===== src/rtl/uart_stim_tx.sv =====
// UART transmitter with a transmit FIFO. Frames are start, data (LSB first),
// optional parity and stop bits, followed by an optional forced idle gap.
module uart_stim_tx #(
  parameter int CLKS_PER_BIT = 217,
  parameter int DATA_BITS    = 8,
  parameter int PARITY       = 0,
  parameter int STOP_BITS    = 1,
  parameter int FIFO_DEPTH   = 8,
  parameter int GAP_CLKS     = 0
) (
  input  logic                          clk,
  input  logic                          resetn,
  input  logic [DATA_BITS-1:0]          in_data,
  input  logic                          in_valid,
  output logic                          in_ready,
  output logic                          txd,
  output logic                          busy,
  output logic [$clog2(FIFO_DEPTH):0]   fifo_count,
  output logic                          frame_done
);
  localparam int AW = $clog2(FIFO_DEPTH);
  localparam logic [15:0]   BIT_LAST  = 16'(CLKS_PER_BIT - 1);
  localparam logic [19:0]   GAP_LAST  = (GAP_CLKS > 0) ? 20'(GAP_CLKS - 1) : 20'd0;
  localparam logic [3:0]    DATA_LAST = 4'(DATA_BITS - 1);
  localparam logic [3:0]    STOP_LAST = 4'(STOP_BITS - 1);
  localparam logic [AW:0]   FULL      = (AW+1)'(FIFO_DEPTH);

  typedef enum logic [2:0] {IDLE, START, DATA, PAR, STOP, GAP} state_e;

  state_e                 state_q, state_d;
  logic                   txd_q, txd_d;
  logic [15:0]            bit_cnt_q, bit_cnt_d;
  logic [3:0]             idx_q, idx_d;
  logic [19:0]            gap_cnt_q, gap_cnt_d;
  logic [DATA_BITS-1:0]   shreg_q, shreg_d;
  logic                   par_q, par_d;
  logic [AW-1:0]          wr_ptr_q, wr_ptr_d, rd_ptr_q, rd_ptr_d;
  logic [AW:0]            count_q, count_d;
  logic [DATA_BITS-1:0]   mem_q [FIFO_DEPTH];
  logic                   push, pop, bit_end;

  // in_ready is forced high while in reset even though pushes are blocked then
  assign in_ready   = !resetn || (count_q != FULL);
  assign push       = resetn && in_valid && (count_q != FULL);
  assign pop        = (state_q == IDLE) && (count_q != '0);
  assign bit_end    = (bit_cnt_q == '0);
  assign txd        = txd_q;
  assign busy       = (state_q != IDLE);
  assign fifo_count = count_q;

  always_comb begin
    wr_ptr_d = push ? wr_ptr_q + AW'(1) : wr_ptr_q;
    rd_ptr_d = pop  ? rd_ptr_q + AW'(1) : rd_ptr_q;
    count_d  = count_q;
    if (push && !pop)      count_d = count_q + (AW+1)'(1);
    else if (pop && !push) count_d = count_q - (AW+1)'(1);
  end

  always_ff @(posedge clk) begin
    if (push) mem_q[wr_ptr_q] <= in_data;
  end

  always_comb begin
    state_d    = state_q;
    txd_d      = txd_q;
    bit_cnt_d  = bit_cnt_q;
    idx_d      = idx_q;
    gap_cnt_d  = gap_cnt_q;
    shreg_d    = shreg_q;
    par_d      = par_q;
    frame_done = 1'b0;
    unique case (state_q)
      IDLE: if (pop) begin
        state_d   = START;
        txd_d     = 1'b0;
        bit_cnt_d = BIT_LAST;
        shreg_d   = mem_q[rd_ptr_q];
        par_d     = (^mem_q[rd_ptr_q]) ^ (PARITY == 1);
      end
      START: if (!bit_end) bit_cnt_d = bit_cnt_q - 16'd1;
      else begin
        state_d   = DATA;
        txd_d     = shreg_q[0];
        bit_cnt_d = BIT_LAST;
        idx_d     = '0;
      end
      DATA: if (!bit_end) bit_cnt_d = bit_cnt_q - 16'd1;
      else begin
        bit_cnt_d = BIT_LAST;
        if (idx_q == DATA_LAST) begin
          idx_d = '0;
          if (PARITY != 0) begin
            state_d = PAR;
            txd_d   = par_q;
          end else begin
            state_d = STOP;
            txd_d   = 1'b1;
          end
        end else begin
          // txd takes the next bit now; the register shifts in the same edge
          idx_d   = idx_q + 4'd1;
          shreg_d = shreg_q >> 1;
          txd_d   = shreg_q[1];
        end
      end
      PAR: if (!bit_end) bit_cnt_d = bit_cnt_q - 16'd1;
      else begin
        state_d   = STOP;
        txd_d     = 1'b1;
        bit_cnt_d = BIT_LAST;
        idx_d     = '0;
      end
      STOP: if (!bit_end) bit_cnt_d = bit_cnt_q - 16'd1;
      else if (idx_q == STOP_LAST) begin
        frame_done = 1'b1;
        idx_d      = '0;
        if (GAP_CLKS == 0) state_d = IDLE;
        else begin
          state_d   = GAP;
          gap_cnt_d = GAP_LAST;
        end
      end else begin
        idx_d     = idx_q + 4'd1;
        bit_cnt_d = BIT_LAST;
      end
      GAP: if (gap_cnt_q == '0) state_d = IDLE;
           else gap_cnt_d = gap_cnt_q - 20'd1;
      default: state_d = IDLE;
    endcase
  end

  always_ff @(posedge clk) begin
    if (!resetn) begin
      state_q   <= IDLE;
      txd_q     <= 1'b1;
      bit_cnt_q <= '0;
      idx_q     <= '0;
      gap_cnt_q <= '0;
      shreg_q   <= '0;
      par_q     <= 1'b0;
      wr_ptr_q  <= '0;
      rd_ptr_q  <= '0;
      count_q   <= '0;
    end else begin
      state_q   <= state_d;
      txd_q     <= txd_d;
      bit_cnt_q <= bit_cnt_d;
      idx_q     <= idx_d;
      gap_cnt_q <= gap_cnt_d;
      shreg_q   <= shreg_d;
      par_q     <= par_d;
      wr_ptr_q  <= wr_ptr_d;
      rd_ptr_q  <= rd_ptr_d;
      count_q   <= count_d;
    end
  end
endmodule


===== config.mk =====
export PLATFORM = sky130hd
export DESIGN_NAME = uart_stim_tx
export DESIGN_NICKNAME = d
export VERILOG_FILES = /design/src/rtl/uart_stim_tx.sv
export SDC_FILE = /design/constraint.sdc
export NUM_CORES = 1
export LEC_CHECK = 0
export ABC_AREA = 0
export CORE_ASPECT_RATIO = 0.9
export CORE_UTILIZATION = 40
export CTS_CLUSTER_DIAMETER = 30
export CTS_CLUSTER_SIZE = 10
export DETAILED_ROUTE_END_ITERATION = 8
export GPL_TIMING_DRIVEN = 0
export PLACE_DENSITY_LB_ADDON = 0.15
export REMOVE_ABC_BUFFERS = 1
export SLEW_MARGIN = 20
export SYNTH_ARGS = -nofsm -noshare
export SYNTH_HDL_FRONTEND = slang
export SYNTH_SLANG_ARGS = --single-unit

===== constraint.sdc =====
create_clock -name clk -period 3.63 [get_ports clk]
set_input_delay 0.726 -clock clk [delete_from_list [all_inputs] [get_ports clk]]
set_output_delay 0.726 -clock clk [all_outputs]
set_load 0.05 [all_outputs]

==> results.yml <==
yosys:
  yosys.cell_count.top_type: "dfxtp_1"
  synth.distinct_cells: 64
  synth_seq_cells: 129
  ys_seq_area_share_pct: 55.9
  syn_area_um2: 5770
  synthTopCellsByArea: "edfxtp_1 (33%), dfxtp_1 (23%), mux4_2 (6.2%), nor2_1 (3.4%), a21oi_1 (3.1%)"
  synth-main-ff-cell: "dfxtp_1"
  synth_top_area_share_pct: 33.3
  ys_warn_count: 0
  synthCells: 488
  synth_edf_count: 64
  avgSynthCellArea_um2: 11.8
  async_flop_share_pct: 0
  synth.largest_area_cell: "edfxtp_1"
  synthTopCellsByCount: "dfxtp_1 (65), edfxtp_1 (64), nor2_1 (52)"
timing:
  rsz0062_at_grt: "no"
  fmax_mhz: 307
  setup_viol_count_final: 0
  hold_viol_final: 0
  relSlewSlack_pct: 31.2
  finalCritPeriodShare_pct: 89.9
  whs_ns: 0.466
  slew_viol_final: 0
  fin_crit_ns: 3.26
  worstMarginPinSlew_ns: 1.02
  finClkSkew_ns: 0.00780
clock_network:
  cts-root-buf: "clkbuf_16"
  htree_levels: 4
  cts_tree: "built"
  clk_path_buf_depth: 2
  cts_buffers: 17
  clkSlewWorstSetupHoldPaths_ns: 0.06
  worstSkewPairLatency_ns: 0.42
  clock_sinks: 129
detailed_routing:
  vias: 3859
  dr.pass1.iters: 5
  wire_per_inst_um: 16.1
  drcViolationCount: 0
  finalWirelength_mm: 11.5
  drt_iter0_drc: 232
  antenna_left: 0
  viasPerCell: 5.40
power_and_ir_drop:
  power_leakage_uw: 0.00234
  ir_worst_vdd_v: 0.000390
  p_per_area_nw_per_um2: 779
setup_path:
  cp-end-kind: "output port"
  cp.required_ns: 2.90
  worstPathMaxFanout: 14
  cp-start-kind: "primary input"
  path_class: "in2out"
  worstPathArrival_ns: 2.54
grt:
  antenna_found_initial: 0
  grt-ovfl-total: 0
  grt_max_degree: 36
  grt_pass1_vias: 3804
  grt_use_total_pct: 17.1
  grt_pass1_wl_mm: 19.1
placed_design:
  hpwl_mm: 7.50
  place.gp.congestion: 0.743
  port_buffers: 18
cells_and_area:
  area_delta_synth_final_pct: 17.7
  antennaDiodeCount: 0
  nets: 530
  drive_gt1_share_pct: 14.8
  fin_util_pct: 48.3
floorplan:
  rows: 41
  start_util_pct: 41.1
  die_w_um: 129
  die_area_um2: 14900
  die_h_um: 116
  core_um2: 14100
  io_pins: 19
run:
  max_cap_violations: 0
hold_path:
  hold_class: "reg2reg"
run_status:
  status: "finished, final reports clean"
worst max-delay path, stage by stage:
cell and delay (ns):
clkdlybuf4s50_1 0.74, nand3_1 0.24, clkdlybuf4s50_1 0.82
where the power goes:
group,switching [uW],internal [uW],total (uW)
clock network,646,1140,1780
logic,934,652,1590
registers,223,1700,1920
cell families (layout without fill, tap and decap cells):
group,count (synthesis),in the layout,share of synthesized area (%)
buffers and inverters,33,66,2.34
DFF,129,129,55.9
and+or+nand+nor,167,167,16.3
adders and majority gates,11,11,2.52
AOI/OAI and AO/OA,101,101,11.7
muxes,31,31,8.85
xor gates and xnor gates,16,16,2.43
final cells by class:
class | instances | area (um2)
clock buffer | 23 | 510
clock inverter | 9 | 118
fill | 1283 | 7260
inverter | 12 | 45.0
multi-input combinational | 326 | 2430
sequential | 129 | 3220
tap | 193 | 241
timing repair buffer | 22 | 225
per-layer routing:
layer	track usage (%)	wire, um	part of all wire, %	up-vias
li1	-	-	-	1896
met1	21.6	5510	48	1897
met2	28.0	5490	48	54
met3	5.12	340	3.0	12
met4	6.04	131	1.1	0
met5	0	0	0	-
through the flow:
stage	setup TNS (ns)	cell area [um2]	std cells	power (uW)	setup slack (ns)
final	0	6790	714	5290	0.368
after global routing	0	6790	714	5600	0.109
after CTS	0	6790	714	5350	0.0845
after detailed placement	0	6160	682	3550	0.117
after global placement	-1.06	6100	678	3490	-0.0536
after floorplan	0	5680	467	3100	0.696
path summary, 6_finish.rpt:
check	from	to	slack, ns	depth (start not counted)
setup / recovery	resetn	in_ready	0.37	3
hold / removal	shreg_q[6]	shreg_q[6]	0.47	1
setup reg to reg	fifo_count[0]	fifo_count[3]	0.40	10
hold reg to reg	shreg_q[6]	shreg_q[6]	0.47	1
layout by cell type (no fill, tap or decap), drive strengths merged, types with 3 or more instances in the layout:
master,instances
o211ai,4
nand2,25
nor4,4
a211oi,3
or2,3
nor3,16
mux2i,15
or4,13
inv,15
o21a,6
nor2,52
xnor2,9
or3,11
a21oi,37
xor2,7
a311oi,3
nand4,3
ha,10
o31ai,6
and2,3
clkbuf,23
dfxtp,65
a31oi,5
o2bb2ai,7
nand2b,7
buf,4
edfxtp,64
o211a,3
mux4,16
o21ai,12
clkinv,3
nor3b,5
clkdlybuf4s50,17
nand3,10
sequential cells by signal, indices dropped and copies added, names as in the netlist, named ones only:
signal      count
mem_q          64
gap_cnt_q      20
fifo_count      4
bit_cnt_q      16
idx_q           4
txd             1
shreg_q         8
wr_ptr_q        3
rd_ptr_q        3
state_q         3
timing repair:
item                       4_1_cts  5_1_grt
buffers inserted                 0        0
hold buffers                     0        0
resized for setup                0        1
setup endpoints to repair        0        1
hold endpoints to repair         0        0
No activity file was read; power rests on OpenSTA's default activity.
